**config.mk**
```make
export PLATFORM = sky130hd
export DESIGN_NAME = func_inc_arbiter_flat
export DESIGN_NICKNAME = d
export VERILOG_FILES = /design/src/rtl/func_inc_arbiter_if.sv /design/src/rtl/func_inc_arbiter.sv /design/src/flat_wrapper.sv
export SDC_FILE = /design/constraint.sdc
export NUM_CORES = 1
export LEC_CHECK = 0
export BUFFER_PORTS_ARGS = -buffer_cell sky130_fd_sc_hd__buf_2
export CORE_MARGIN = 2
export CORE_UTILIZATION = 53
export DETAILED_ROUTE_END_ITERATION = 8
export PLACE_DENSITY = 0.86
export SETUP_SLACK_MARGIN = 0.15
export SLEW_MARGIN = 20
export SYNTH_ARGS = -nofsm -noshare
export SYNTH_HDL_FRONTEND = slang
export SYNTH_SLANG_ARGS = --single-unit
export TNS_END_PERCENT = 20
```
**constraint.sdc**
```tcl
create_clock -name clk -period 10.05 [get_ports clk]
set_input_delay 3.015 -clock clk [delete_from_list [all_inputs] [get_ports clk]]
set_output_delay 3.015 -clock clk [all_outputs]
set_load 0.02 [all_outputs]
```
**src/rtl/func_inc_arbiter_if.sv**
```systemverilog
// Request/result bundle for func_inc_arbiter: NUM_REQ valid/ready request ports
// plus the single tagged result port and the increment counter.
interface func_inc_arbiter_if #(
  parameter int NUM_REQ = 4,
  parameter int DATA_W  = 16
) ();
  localparam int ID_W = $clog2(NUM_REQ);

  logic [NUM_REQ-1:0]        req_valid;
  logic [NUM_REQ*DATA_W-1:0] req_data;
  logic [NUM_REQ-1:0]        req_enable;
  logic [NUM_REQ-1:0]        req_ready;
  logic                      out_valid;
  logic                      out_ready;
  logic [DATA_W-1:0]         out_data;
  logic [ID_W-1:0]           out_id;
  logic                      out_wrap;
  logic [15:0]               inc_count;

  modport master (
    output req_valid, req_data, req_enable, out_ready,
    input  req_ready, out_valid, out_data, out_id, out_wrap, inc_count
  );

  modport slave (
    input  req_valid, req_data, req_enable, out_ready,
    output req_ready, out_valid, out_data, out_id, out_wrap, inc_count
  );
endinterface

```
**src/rtl/func_inc_arbiter.sv**
```systemverilog
// Round-robin arbiter sharing one increment-or-pass datapath among NUM_REQ
// requesters; the result is registered and tagged with the winning index.
module func_inc_arbiter #(
  parameter int NUM_REQ = 4,
  parameter int DATA_W  = 16
) (
  input logic             clk,
  input logic             rst,
  func_inc_arbiter_if.slave bus
);
  localparam int ID_W = $clog2(NUM_REQ);

  typedef enum logic {EMPTY, FULL} state_t;

  state_t            state, state_next;
  logic [ID_W-1:0]   ptr, ptr_next, grant;
  logic [ID_W:0]     scan_idx;
  logic              found, slot_open, transfer;
  logic [DATA_W-1:0] data_arr [NUM_REQ];
  logic [DATA_W-1:0] sel_data, out_data_r;
  logic              sel_en, out_wrap_r;
  logic [ID_W-1:0]   out_id_r;
  logic [15:0]       inc_count_r;
  logic [NUM_REQ-1:0] ready;

  for (genvar i = 0; i < NUM_REQ; i++) begin : g_unpack
    assign data_arr[i] = bus.req_data[i*DATA_W +: DATA_W];
  end

  // Scan from ptr upward with wrap; the first valid requester wins.
  always_comb begin
    found    = 1'b0;
    grant    = '0;
    scan_idx = '0;
    for (int k = 0; k < NUM_REQ; k++) begin
      scan_idx = {1'b0, ptr} + (ID_W+1)'(k);
      if (scan_idx >= (ID_W+1)'(NUM_REQ))
        scan_idx = scan_idx - (ID_W+1)'(NUM_REQ);
      if (!found && bus.req_valid[scan_idx[ID_W-1:0]]) begin
        found = 1'b1;
        grant = scan_idx[ID_W-1:0];
      end
    end
  end

  assign slot_open = (state == EMPTY) || bus.out_ready;
  assign transfer  = found && slot_open && !rst;
  assign sel_data  = data_arr[grant];
  assign sel_en    = bus.req_enable[grant];
  assign ptr_next  = (grant == ID_W'(NUM_REQ-1)) ? '0 : grant + 1'b1;

  always_comb begin
    ready = '0;
    if (transfer)
      ready[grant] = 1'b1;
  end

  always_comb begin
    state_next = state;
    case (state)
      EMPTY: if (transfer) state_next = FULL;
      FULL:  if (!transfer && bus.out_ready) state_next = EMPTY;
      default: state_next = EMPTY;
    endcase
  end

  // Result fields only move on a transfer, so they hold through drain and stall.
  always_ff @(posedge clk) begin
    if (rst) begin
      state       <= EMPTY;
      ptr         <= '0;
      out_data_r  <= '0;
      out_id_r    <= '0;
      out_wrap_r  <= 1'b0;
      inc_count_r <= '0;
    end else begin
      state <= state_next;
      if (transfer) begin
        out_data_r <= sel_en ? sel_data + 1'b1 : sel_data;
        out_wrap_r <= sel_en && (sel_data == {DATA_W{1'b1}});
        out_id_r   <= grant;
        ptr        <= ptr_next;
        if (sel_en)
          inc_count_r <= inc_count_r + 16'd1;
      end
    end
  end

  assign bus.req_ready = ready;
  assign bus.out_valid = (state == FULL);
  assign bus.out_data  = out_data_r;
  assign bus.out_id    = out_id_r;
  assign bus.out_wrap  = out_wrap_r;
  assign bus.inc_count = inc_count_r;
endmodule

```
**src/flat_wrapper.sv**
```systemverilog
// flat-port wrapper written by rule: the top's interface ports become plain ports
module func_inc_arbiter_flat 
#(
  parameter int NUM_REQ = 4,
  parameter int DATA_W  = 16
)
  (clk, rst, bus_req_valid, bus_req_data, bus_req_enable, bus_out_ready, bus_req_ready, bus_out_valid, bus_out_data, bus_out_id, bus_out_wrap, bus_inc_count);
  func_inc_arbiter_if #(.NUM_REQ(NUM_REQ), .DATA_W(DATA_W)) bus_i ();
  input logic clk;
  input logic rst;
  input wire logic [$bits(bus_i.req_valid)-1:0] bus_req_valid;
  input wire logic [$bits(bus_i.req_data)-1:0] bus_req_data;
  input wire logic [$bits(bus_i.req_enable)-1:0] bus_req_enable;
  input wire logic [$bits(bus_i.out_ready)-1:0] bus_out_ready;
  output wire logic [$bits(bus_i.req_ready)-1:0] bus_req_ready;
  output wire logic [$bits(bus_i.out_valid)-1:0] bus_out_valid;
  output wire logic [$bits(bus_i.out_data)-1:0] bus_out_data;
  output wire logic [$bits(bus_i.out_id)-1:0] bus_out_id;
  output wire logic [$bits(bus_i.out_wrap)-1:0] bus_out_wrap;
  output wire logic [$bits(bus_i.inc_count)-1:0] bus_inc_count;
  assign bus_i.req_valid = bus_req_valid;
  assign bus_i.req_data = bus_req_data;
  assign bus_i.req_enable = bus_req_enable;
  assign bus_i.out_ready = bus_out_ready;
  assign bus_req_ready = bus_i.req_ready;
  assign bus_out_valid = bus_i.out_valid;
  assign bus_out_data = bus_i.out_data;
  assign bus_out_id = bus_i.out_id;
  assign bus_out_wrap = bus_i.out_wrap;
  assign bus_inc_count = bus_i.inc_count;
  func_inc_arbiter #(.NUM_REQ(NUM_REQ), .DATA_W(DATA_W)) u_core (.clk(clk), .rst(rst), .bus(bus_i));
endmodule
```
==> Word-level counts from Yosys, hierarchy flattened <==
Index checks and enable logic that the tools add are counted.
{ "totals": {"reg_bits": 38, "inputBits": 75, "wordCells": 79} }
{ "classes": {"addsub": 10, "n_lt_le_gt_ge": 11, "eq_ne": 2, "muxes": 33, "bitwise_logic": 2, "n_reduce_logical": 15} }
{ "op_table": {"columns": ["op", "n"], "rows": [
  ["$mux W16", 3],
  ["$add A16 B1 Y16 const B", 2],
  ["$bmux W16 S2", 1],
  ["$mux W2", 9],
  ["$eq A16 B16 Y1 const B", 1],
  ["$lt A2 B3 Y1 const B", 5],
  ["$ge A3 B3 Y1 const B", 4],
  ["$mux W1", 12],
  ["$bmux W1 S2", 5],
  ["$logic_and A1 B1 Y1", 8],
  ["$sub A2 B1 Y2 const B", 4],
  ["$add A2 B2 Y3 const B", 2],
  ["$logic_not A1 Y1", 5],
  ["$mux W4", 1],
  ["$add A2 B1 Y3 const B", 1],
  ["$ge A2 B3 Y1 const B", 1],
  ["$not A2 Y3", 1],
  ["$add A2 B1 Y2 const B", 1],
  ["$demux W1 S2", 1],
  ["$eq A2 B2 Y1 const B", 1],
  ["$ge A2 B1 Y1 const B", 1],
  ["$pmux W1 S2", 1],
  ["$reduce_and A2 Y1", 1],
  ["$logic_or A1 B1 Y1", 1],
  ["$not A1 Y1", 1]
]} }

==> Logic depth before layout (Yosys ltp) <==
{ "logic_depth": {"ltp_word": 20, "mapped_depth": 12} }

==> Worst setup path before layout <==
No wires, ideal clock.
{ "synth_timing": {"path_kind": "input -> output", "start": "input port bus_req_valid[1]", "end": "output port bus_req_ready[3]", "arrival_ns": 4.540, "t_required_ns": 7.035, "path_slack_ns": 2.495, "path_stages": 8, "n_path_buf": 2, "path_cell_list": "nor2_1 > buf_2 > nor4_4 > clkbuf_1 > nor2_1 > inv_1 > ha_1 > and2_1"} }
{ "synth_between": {"elab_chain_len": 17, "word_cells_on_any_way": 30} }
{ "synth_rtl": {"columns": ["item", "line_no", "text"], "rows": [
  ["start: declaration", "flat_wrapper.sv:11", "input wire logic [$bits(bus_i.req_valid)-1:0] bus_req_valid;"],
  ["$bmux W1 S2", "func_inc_arbiter.sv:39", "if (!found && bus.req_valid[scan_idx[ID_W-1:0]]) begin"],
  ["$mux W1 (not written as such)", "func_inc_arbiter.sv:39", null],
  ["$mux W1", "func_inc_arbiter.sv:39", null],
  ["$logic_not A1 Y1", "func_inc_arbiter.sv:39", null],
  ["$logic_and A1 B1 Y1", "func_inc_arbiter.sv:39", null],
  ["$mux W1", "func_inc_arbiter.sv:39", null],
  ["$logic_not A1 Y1", "func_inc_arbiter.sv:39", null],
  ["$logic_and A1 B1 Y1", "func_inc_arbiter.sv:39", null],
  ["[2 not listed]", null, null],
  ["$logic_and A1 B1 Y1", "func_inc_arbiter.sv:39", null],
  ["$mux W2 *", "func_inc_arbiter.sv:39", null],
  ["named net u_core.grant[0]", "func_inc_arbiter.sv:16", "logic [ID_W-1:0] ptr, ptr_next, grant;"],
  ["$lt A2 B3 Y1 (not written as such) / $ge A2 B1 Y1 (equally long branches)", "func_inc_arbiter.sv:55", "ready[grant] = 1'b1;"],
  ["$logic_and A1 B1 Y1 (not written as such)", "func_inc_arbiter.sv:55", null],
  ["$mux W1 (not written as such)", "func_inc_arbiter.sv:55", null],
  ["$demux W1 S2 *", null, null],
  ["$mux W4 *", "func_inc_arbiter.sv:54", "if (transfer)"],
  ["end: declaration", "flat_wrapper.sv:15", "output wire logic [$bits(bus_i.req_ready)-1:0] bus_req_ready;"]
]} }
The timed path passes the listed nets; every way through them passes the cells marked *. The select of a mux whose other input is x is not followed.

==> Worst setup path after layout <==
{ "layout_timing": {"start": "input port bus_req_valid[2]", "end": "output port bus_req_ready[3]"} }
The elaborated chain is that of the path after synthesis.

==> results.sh <==
export IMPL_drc=0
export IMPL_fp_row_count=27
export IMPL_cp_max_fo=18
export IMPL_drv_slew=0
export IMPL_synth_area_um2=2919
export IMPL_grt_pass1_wl_um=13370
export IMPL_coreArea_um2=5405
export IMPL_setup_viol=0
export IMPL_switchingPower_uw=259.6
export IMPL_clkLatencyLatePin_ns=0.29
export IMPL_ctsHoldBuffers=0
export IMPL_synthCells=383
export IMPL_hold_path_class="reg2reg"
export IMPL_wl_per_cell_um=15.32
export IMPL_place_ws_ns=1.864
export IMPL_fmax_mhz=121.4
export IMPL_antenna_found_initial=0
export IMPL_layout_setup_ws_ns=1.813
export IMPL_finalHoldViolations=0
export IMPL_max_slew_margin=0.3717
export IMPL_yosys_cell_types_count=42
export IMPL_holdPathEnd="u_core.bus.out_data[13]"
export IMPL_use_met1=0.3485
export IMPL_p_int_uw=384.4
export IMPL_seq_power_share=0.288
export IMPL_via_per_inst=6.102
export IMPL_htree_levels=2
export IMPL_r2r_slack_ns=6.57
export IMPL_synth_seq_area_share=0.2606
export IMPL_ys_ff_latch=38
export IMPL_routed_wl_um=8412
export IMPL_clk_pin_slew_ns=0.07
export IMPL_grt_pass1_vias=2916
export IMPL_diodes=0
export IMPL_cts_tree="built"
export IMPL_post_route_min_period_ns=8.237
export IMPL_cts_buffers_inserted=5
export IMPL_drive_above_1_share=0.2935
export IMPL_p_clk_frac=0.242
export IMPL_die_area_um2=6118
export IMPL_grt_max_degree=41
export IMPL_required_ns=7.04
export IMPL_post_route_period_util=0.8196
export IMPL_maxCapViolCount=0
export IMPL_final_nets=557
export IMPL_syn_mean_instance_area_um2=7.622
export IMPL_clockBufferDepth=2
export IMPL_use_met2=0.4483
export IMPL_dpl_hpwl_um=6157
export IMPL_leakage_uw=0.001522
export IMPL_numClockSinks=38
export IMPL_fin_worst_skew_ns=0.007057
export IMPL_io_buffers=114
export IMPL_reg2regPathDepth=8
export IMPL_endpoint_kind="output pin"
export IMPL_post_cts_buffers=0
export IMPL_tightest_slew_ns=0.9425
export IMPL_die_x_um=78.22
export IMPL_swShare=0.4031
export IMPL_initial_core_util=0.5400
export IMPL_critPathLaunchType="input port"
export IMPL_arrival_ns=5.22
export IMPL_io_pins=115
export IMPL_critPathKind="in2out"
export IMPL_num_vias=3350
export IMPL_p_per_area_nw_per_um2=178.1
export IMPL_area_growth_pct=23.83
export IMPL_grt_overflow_total=0
export IMPL_fp_dieH_um=78.22
export IMPL_synth_warnings=0
export IMPL_drt_first_iter_violations=238
export IMPL_rsz0062_at_grt="no"
export IMPL_status="completed"
export IMPL_tns_ns=0
export IMPL_p_comb_frac=0.470
export IMPL_r2r_start="u_core.ptr[0]"
export IMPL_synth_net_count=464
export IMPL_rr_endpoint="u_core.bus.inc_count[6]"
export IMPL_met3_usage=0.03678
export IMPL_post_cts_resized=0
export IMPL_grt_busiest_layer="met2"
export IMPL_hold_depth=2
export IMPL_vdd_drop_max_v=0.0001043
export IMPL_hp_start="u_core.bus.out_data[13]"
export IMPL_place_congestion=0.9339
export IMPL_ant_nets=0
export IMPL_dr_pass1_iters=7
export IMPL_grt_use_total=0.2670
export IMPL_root_buffer="clkbuf_8"
==> area by class of cell <==
type	count	area, µm²
Inverter	3	11.26
Clock inverter	3	68.82
Timing Repair Buffer	121	623.1
Sequential cell	38	760.7
Multi-Input combinational cell	307	1992
Fill cell	485	1790
Tap cell	72	90.09
Clock buffer	5	68.82
==> sequential cells by signal, indices dropped and copies added (netlist names) <==
| signal | count |
|---|---|
| u_core.ptr | 2 |
| u_core.bus.out_id | 2 |
| u_core.bus.out_valid | 1 |
| u_core.bus.out_data | 16 |
| u_core.bus.out_wrap | 1 |
| u_core.bus.inc_count | 16 |
==> routing by layer <==
| layer | vias to the layer above | wire (µm) |
|---|---|---|
| met2 | 162 | 4000 |
| met3 | 23 | 617 |
| met1 | 1548 | 3537 |
| met4 | 0 | 257 |
| li1 | 1617 | - |
| met5 | - | 0 |
==> synthesized netlist by cell type, drive strengths merged <==
cell	number	area [µm²]
nand4	9	62.56
xnor2	12	105.1
a32oi	13	132.6
nor2	20	75.07
o21bai	1	7.510
nand2	31	118.9
a21oi	8	40.04
or4b	1	10.01
xor2	10	87.58
a211oi	1	7.510
and2	8	50.05
buf	16	87.58
or3	7	43.79
clkbuf	19	71.32
a221oi	13	113.9
dfxtp	38	760.7
mux2	1	11.26
ha	6	75.07
nor3	6	30.03
nand3	44	220.2
and3	4	25.02
nor3b	14	105.1
o21ai	40	204.0
o32a	1	10.01
a211o	2	17.52
and4	1	8.760
nor4	19	133.9
nand3b	19	142.6
nor4b	2	38.78
mux2i	6	60.06
or4	1	7.510
nor2b	7	43.79
inv	3	11.26
==> critical path, cell delays in order <==
cell and delay [ns]:
buf_2 0.11, nor2b_1 0.12, buf_4 0.19, nor4b_4 0.71, nor2_1 0.33, inv_1 0.23
ha_1 0.19, and2_1 0.15, buf_2 0.17
==> how the worst max path moves through the flow <==
stage / cells after the start / endpoint / from
final: 9 / bus_req_ready[3] / bus_req_valid[2]
after global routing: 9 / bus_req_ready[3] / bus_req_valid[2]
after CTS: 9 / bus_req_ready[3] / bus_req_valid[2]
after detailed placement: 9 / bus_req_ready[3] / bus_req_valid[2]
after global placement: 9 / bus_req_ready[3] / bus_req_valid[2]
after floorplan: 8 / bus_req_ready[3] / bus_req_valid[1]
==> cells by family after synthesis <==
group / share of synthesized area
AND/OR/NAND/NOR: 0.3823
AO/OA/AOI/OAI: 0.1826
flip-flops: 0.2606
adder cells (fa/ha/maj): 0.02572
multiplexers: 0.02443
buffers and inverters: 0.05829
XOR/XNOR: 0.06601
==> placed cells by master, fill, tap and decap left out, types with 2 or more instances in the layout <==
| cell type | instances |
|---|---|
| mux2i_1 | 6 |
| a32oi_1 | 12 |
| ha_1 | 6 |
| inv_1 | 2 |
| nor2b_1 | 7 |
| a21oi_1 | 8 |
| bufinv_16 | 2 |
| dfxtp_1 | 38 |
| nor3b_1 | 14 |
| and2_1 | 8 |
| a211o_1 | 2 |
| xor2_1 | 10 |
| a221oi_1 | 13 |
| and3_1 | 4 |
| xnor2_1 | 12 |
| buf_4 | 7 |
| nor4_1 | 18 |
| nand3_1 | 44 |
| or3_1 | 6 |
| nand4_1 | 8 |
| nand2_1 | 30 |
| clkbuf_8 | 5 |
| nand3b_1 | 19 |
| nor2_1 | 19 |
| nor3_1 | 6 |
| o21ai_0 | 33 |
| o21ai_1 | 6 |
| buf_2 | 114 |
==> power by group through the flow <==
stage,clock network (µW),registers [µW],logic [µW]
3_3_place_gp,0,188,291
4_1_cts,157,185,299
3_5_place_dp,0,189,296
6_report,156,186,303
5_1_grt,163,188,331
2_1_floorplan,0,214,192
==> through the flow <==
stage	utilization	power, µW	hold slack, ns	area, µm²	instances
floorplan	-	406.5	0.4818	2919	383
global placement	0.6431	479.8	0.4657	3476	541
detailed placement	0.6431	484.7	0.4699	3476	541
CTS	0.6685	641.1	0.4899	3613	549
global route	0.6688	681.7	0.5092	3615	549
finish	0.6688	643.9	0.4873	3615	549
No activity file was read; power rests on OpenSTA's default activity.
